[src/rtl/uart_rx_core.sv]
// UART receive engine: synchronizes serial_in, deframes start/data/stop bits using a
// per-frame latched bit period and data size, and holds the last byte with status flags.
module uart_rx_core #(
    parameter int unsigned SYNC_STAGES = 2
) (
    input  logic        clk,
    input  logic        n_rst,
    input  logic        serial_in,
    input  logic        data_read,
    input  logic [3:0]  data_size,
    input  logic [13:0] bit_period,
    output logic [7:0]  rx_data,
    output logic        data_ready,
    output logic        overrun_error,
    output logic        framing_error,
    output logic        rx_busy
);

    localparam logic [1:0] StIdle  = 2'd0;
    localparam logic [1:0] StStart = 2'd1;
    localparam logic [1:0] StData  = 2'd2;
    localparam logic [1:0] StStop  = 2'd3;

    logic [SYNC_STAGES-1:0] sync_q;
    logic [SYNC_STAGES:0]   warm_q;
    logic                   sync_in;
    logic                   prev_q;
    logic                   armed;

    logic [1:0]  state_q, state_d;
    logic [13:0] tmr_q, tmr_d;
    logic [13:0] bp_q, bp_d;
    logic [3:0]  ds_q, ds_d;
    logic [3:0]  bit_cnt_q, bit_cnt_d;
    logic [7:0]  shreg_q, shreg_d;
    logic        load;

    assign sync_in = sync_q[SYNC_STAGES-1];
    // Edges are ignored until the synchronizer and edge register hold real line samples,
    // so a line held low out of reset never looks like a start bit.
    assign armed   = warm_q[SYNC_STAGES];

    always_comb begin
        state_d   = state_q;
        tmr_d     = tmr_q + 14'd1;
        bp_d      = bp_q;
        ds_d      = ds_q;
        bit_cnt_d = bit_cnt_q;
        shreg_d   = shreg_q;
        load      = 1'b0;
        case (state_q)
            StIdle: begin
                if (armed && prev_q && !sync_in) begin
                    state_d = StStart;
                    tmr_d   = 14'd1;
                    bp_d    = (bit_period < 14'd4) ? 14'd4 : bit_period;
                    ds_d    = (data_size >= 4'd5 && data_size <= 4'd8) ? data_size : 4'd8;
                end
            end
            StStart: begin
                if (tmr_q == (bp_q >> 1)) begin
                    tmr_d = 14'd1;
                    if (!sync_in) begin
                        state_d   = StData;
                        bit_cnt_d = 4'd0;
                        shreg_d   = 8'h00;
                    end else begin
                        state_d = StIdle;
                    end
                end
            end
            StData: begin
                if (tmr_q == bp_q) begin
                    tmr_d                     = 14'd1;
                    shreg_d[bit_cnt_q[2:0]]   = sync_in;
                    bit_cnt_d                 = bit_cnt_q + 4'd1;
                    if (bit_cnt_d == ds_q) begin
                        state_d = StStop;
                    end
                end
            end
            StStop: begin
                if (tmr_q == bp_q) begin
                    tmr_d   = 14'd1;
                    load    = 1'b1;
                    state_d = StIdle;
                end
            end
            default: state_d = StIdle;
        endcase
    end

    always_ff @(posedge clk) begin
        if (!n_rst) begin
            sync_q        <= '1;
            warm_q        <= '0;
            prev_q        <= 1'b1;
            state_q       <= StIdle;
            tmr_q         <= 14'd1;
            bp_q          <= 14'd4;
            ds_q          <= 4'd8;
            bit_cnt_q     <= 4'd0;
            shreg_q       <= 8'h00;
            rx_data       <= 8'h00;
            data_ready    <= 1'b0;
            overrun_error <= 1'b0;
            framing_error <= 1'b0;
            rx_busy       <= 1'b0;
        end else begin
            sync_q    <= {sync_q[SYNC_STAGES-2:0], serial_in};
            warm_q    <= {warm_q[SYNC_STAGES-1:0], 1'b1};
            prev_q    <= sync_in;
            state_q   <= state_d;
            tmr_q     <= tmr_d;
            bp_q      <= bp_d;
            ds_q      <= ds_d;
            bit_cnt_q <= bit_cnt_d;
            shreg_q   <= shreg_d;
            rx_busy   <= (state_d != StIdle);
            // A load beats a coinciding read; the read only suppresses the overrun.
            if (load) begin
                rx_data       <= shreg_q;
                data_ready    <= 1'b1;
                framing_error <= ~sync_in;
                overrun_error <= (data_ready | overrun_error) & ~data_read;
            end else if (data_read) begin
                data_ready    <= 1'b0;
                overrun_error <= 1'b0;
                framing_error <= 1'b0;
            end
        end
    end

endmodule

[config.mk]
export PLATFORM = sky130hd
export DESIGN_NAME = uart_rx_core
export DESIGN_NICKNAME = d
export VERILOG_FILES = /design/src/rtl/uart_rx_core.sv
export SDC_FILE = /design/constraint.sdc
export NUM_CORES = 1
export LEC_CHECK = 0
export ABC_AREA = 1
export BUFFER_PORTS_ARGS = -buffer_cell sky130_fd_sc_hd__buf_2
export CORE_MARGIN = 8
export CORE_UTILIZATION = 50
export CTS_CLUSTER_SIZE = 28
export DETAILED_ROUTE_END_ITERATION = 6
export HOLD_SLACK_MARGIN = 0.1
export PLACE_DENSITY = 0.69
export SETUP_SLACK_MARGIN = 0.4
export SKIP_CTS_REPAIR_TIMING = 1
export SLEW_MARGIN = 20
export SYNTH_ARGS = -nofsm -noshare
export SYNTH_HDL_FRONTEND = slang
export SYNTH_SLANG_ARGS = --single-unit
[constraint.sdc]
create_clock -name clk -period 2.6 [get_ports clk]
set_input_delay 0.13 -clock clk [delete_from_list [all_inputs] [get_ports clk]]
set_output_delay 0.13 -clock clk [all_outputs]
set_load 0.05 [all_outputs]
==> results.md <==
Worst setup path:
- The critical path starts at tmr_q[9].
- In this run the critical register-to-register path is launched from tmr_q[9].
- The kind of capture point of the worst setup path is a flip-flop.
- Along the worst path, the maximum fanout reaches 12.
- In this run the register-to-register setup slack is 750 ps.
- The critical path class is reg2reg.
- Counting cells, the worst reg-to-reg path comes to 11.
- The type of element launching the critical path is a flip-flop.
- The data arrival time of the critical path is 2070 ps.
- For the worst setup path, the data required time is 2820 ps.

Synth:
- In this run, synthesis produced a sequential element count of 64.
- The synthesized netlist devotes 6.994% of its cell area to compound gates.
- The xor and xnor fraction of the mapped netlist area is 2.647%.
- The fraction of the yosys area taken by sequential cells is 38.71%.
- Synthesis produced a netlist whose cell count is 498.
- The adder and majority cell fraction of the synthesized area is 0.7561%.
- After synthesis, the largest family of logic cells by area is simple AND/OR/NAND/NOR gates.
- The Yosys step of the flow raised 0 warnings.
- After Yosys synthesis, and, or, nand and nor cells account for 38.11% of the synthesized area.
- The number of nets in the synthesized netlist is 522.
- Averaged over all synthesized cells, the footprint is 6.645 µm².
- The most used flip-flop cell after synthesis is sky130_fd_sc_hd__dfxtp_1.
- Multiplexer cells account for 0% of the synthesized area.
- The cell area after technology mapping is 3309 µm².
- The synthesized netlist contains 31 unique library cells.
- Yosys mapped a number of flops with a built-in enable equal to 0.
- Of all flip-flops after synthesis, the portion carrying an async set or reset was 0%.

Timing:
- The maximum achievable frequency is 540.4 MHz.
- The post-route setup TNS is 0 ps.
- The total of endpoints with negative setup slack in the final report is 0.
- The total count of max-transition violations in the final report is 0.
- The worst-case clock skew is 7.209 ps.
- Headroom to the max-slew limit came out at 66.14%.
- The number of hold violations in the final report came to 0.
- The worst path uses 71.18% of the clock period.
- Setup repair after global routing left no endpoint under its margin.
- The slew of the pin with the lowest slew margin is 504.1 ps.
- Subtracting the final worst setup slack from the clock period gives 1851 ps.

Global routing:
- The total global-route track usage is 16.45%.
- The via count of the first global-routing pass came to 2898.
- The global-route wire length before repair is 13200 µm.
- The initial antenna violation count is 0.
- After global routing the overflow that remains totals 0.
- The largest net degree at the start of global routing is 19.

Route:
- Wires add up to 7621 µm.
- After detailed routing, the number of vias per cell comes to 4.932.
- In the final routed layout, each cell accounts on average for 12.10 µm.
- The routed layout has 3107 vias.
- In the routed design, unresolved DRC markers number 0.
- The count of nets left with antenna violations once routing finished came out at 0.
- The DRC violation total after the first TritonRoute iteration is 144.
- Before antenna repair, the detailed router went through 4 iterations.

Cells and area:
- The number of antenna diodes in the final layout is 0.
- The post-route netlist has 16.82% of its cells at a drive strength greater than 1.
- Relative to the synthesized area, the layout overhead comes to 17.13%.
- At the end of the flow, the number of nets in the layout was 572.
- The filler cells instantiated in the layout total 623.
- Cells fill 60.70% of the core in the end.

Power and ir drop:
- The static leakage is 1.746 nW.
- The maximum VDD drop is 0.4312 mV.
- In this run the power density over the cells is 521.4 nW/µm².

Clocking:
- TritonCTS built the clock tree.
- The source-to-sink clock delay at the later pin of the worst-skew pair is 340 ps.
- The longest clock path from root to sink contains 2 buffers.
- Clock-pin slew was measured on the worst setup and hold paths at 70 ps.
- Counting the buffers created by CTS gives 9.
- The root buffer cell chosen for the clock tree is sky130_fd_sc_hd__clkbuf_8.
- The clock drives 64 sinks.
- In this run the number of H-tree levels came out at 3.

Placement:
- The placer congestion estimate is 0.9071.
- The sum of net half-perimeters after detailed placement is 5433 µm.
- Port buffering added 33 buffers.

Outcome:
- The flow ran to the end, and the final reports show no timing, DRC or antenna violations.

Floorplanning:
- The floorplan has 29 rows.
- The initial utilization of the core area, before any placement, comes to 51.82%.
- The area inside the core boundary is 6386 µm².
- The die span in x is 97.36 µm.
- The die outline height is 97.36 µm.
- The die area is 9478 µm².
- In this run the count of I/O pins placed on the die edge is 34.

Worst hold path:
- The startpoint identified for the worst hold timing path is bit_period[12].
- The count of cells along the worst hold path is 3.
- The classification of the worst-slack hold path is in2reg.

Flow run:
- The number of max-cap violations is 0.
-- final timing paths --
kind | end
max | tmr_q[12]
min | bp_q[12]
max reg2reg | tmr_q[12]
min reg2reg | warm_q[2]
-- sequential cells by signal, indices dropped and copies added, names as in the netlist --
name	cells
state_q	2
bp_q	14
ds_q	4
tmr_q	14
data_ready	1
warm_q	3
rx_busy	1
shreg_q	8
sync_q	2
framing_error	1
overrun_error	1
rx_data	8
bit_cnt_q	4
prev_q	1
-- kinds of logic (layout without fill, tap and decap cells) --
group / after synthesis / count (layout)
adders and majority gates: 2 / 2
and+or+nand+nor: 279 / 279
buffers and inverters: 101 / 156
DFF: 64 / 64
AOI/OAI and AO/OA: 42 / 42
xor gates and xnor gates: 10 / 10
-- cells in the final DEF, fill, tap and decap left out, types with 3 or more instances in the layout --
cell,netlist,final
sky130_fd_sc_hd__clkbuf_8,0,11
sky130_fd_sc_hd__buf_2,3,33
sky130_fd_sc_hd__nand3_2,4,4
sky130_fd_sc_hd__nor3_1,11,11
sky130_fd_sc_hd__a21oi_1,14,14
sky130_fd_sc_hd__inv_1,76,76
sky130_fd_sc_hd__nand3_1,44,44
sky130_fd_sc_hd__buf_4,1,3
sky130_fd_sc_hd__o21ai_1,3,3
sky130_fd_sc_hd__nand2_2,3,3
sky130_fd_sc_hd__o22ai_1,13,13
sky130_fd_sc_hd__nor2_2,15,15
sky130_fd_sc_hd__nand4_1,6,6
sky130_fd_sc_hd__dlygate4sd3_1,0,17
sky130_fd_sc_hd__nor2_1,33,33
sky130_fd_sc_hd__nand2_1,154,154
sky130_fd_sc_hd__dfxtp_1,64,64
sky130_fd_sc_hd__inv_2,10,10
sky130_fd_sc_hd__o21ai_0,10,10
sky130_fd_sc_hd__xor2_1,9,9
-- per-layer routing --
layer / routed length (µm) / up-vias / GRT usage (%)
met2: 3377 / 53 / 25.42
li1: - / 1639 / -
met3: 342 / 10 / 4.552
met1: 3818 / 1405 / 21.34
met4: 82 / 0 / 5.828
met5: 0 / - / 0
-- area by class of cell --
cell class | count | area (µm²) | share of cell area, %
multi-input cells | 333 | 1605 | 41.41
inverters | 87 | 329.1 | 8.489
clock buffers | 11 | 151.4 | 3.906
well taps | 77 | 96.34 | 2.485
clock inverters | 5 | 55.05 | 1.420
flip-flops and latches | 64 | 1281 | 33.05
repair buffers | 53 | 357.8 | 9.232
-- power breakdown --
part	internal, mW	total, mW	switching, mW
clock	0.491	0.868	0.377
combinational	0.0627	0.146	0.0833
sequential	0.993	1.01	0.0140
-- synthesized netlist by cell type, types with 2 or more instances --
library cell	n	share of area, %
sky130_fd_sc_hd__nand2_1	154	17
sky130_fd_sc_hd__inv_1	76	8.6
sky130_fd_sc_hd__dfxtp_1	64	39
sky130_fd_sc_hd__nand3_1	44	6.7
sky130_fd_sc_hd__nor2_1	33	3.7
sky130_fd_sc_hd__nor2_2	15	2.8
sky130_fd_sc_hd__a21oi_1	14	2.1
sky130_fd_sc_hd__o22ai_1	13	2.5
sky130_fd_sc_hd__nor3_1	11	1.7
sky130_fd_sc_hd__inv_2	10	1.1
sky130_fd_sc_hd__o21ai_0	10	1.5
sky130_fd_sc_hd__xor2_1	9	2.4
sky130_fd_sc_hd__clkbuf_1	6	0.68
sky130_fd_sc_hd__nand4_1	6	1.1
sky130_fd_sc_hd__nand3_2	4	1.2
sky130_fd_sc_hd__buf_2	3	0.45
sky130_fd_sc_hd__buf_6	3	1.0
sky130_fd_sc_hd__nand2_2	3	0.57
sky130_fd_sc_hd__o21ai_1	3	0.45
sky130_fd_sc_hd__ha_1	2	0.76
sky130_fd_sc_hd__nand2_4	2	0.68
sky130_fd_sc_hd__nor3_2	2	0.60
sky130_fd_sc_hd__o21a_1	2	0.45
sky130_fd_sc_hd__or2_2	2	0.38
-- per-stage QoR --
step                      cell area (µm²)  cells  setup WS (ps)  total power, mW  hold WS, ps
after detailed placement             3500    597          816.7            1.154        320.8
final                                3876    630          749.4            2.021        86.24
after floorplan                      3309    498           1122            1.120        157.7
after global routing                 3876    630          643.6            2.103        100.1
after global placement               3500    597          809.6            1.151        317.1
after CTS                            3706    613          783.8            2.023       -43.02
-- worst max-delay path: stages, from the launching register on --
cell,delay (ps)
sky130_fd_sc_hd__dfxtp_1,430
sky130_fd_sc_hd__inv_2,80
sky130_fd_sc_hd__nand2_1,70
sky130_fd_sc_hd__nand2_1,50
sky130_fd_sc_hd__nor2_1,140
sky130_fd_sc_hd__nand2_1,120
sky130_fd_sc_hd__nor2_4,150
sky130_fd_sc_hd__nand2_4,110
sky130_fd_sc_hd__nand2_2,90
sky130_fd_sc_hd__nand3_2,90
sky130_fd_sc_hd__nand2_2,300
sky130_fd_sc_hd__nor2_1,80
No activity file was read; power rests on OpenSTA's default activity.
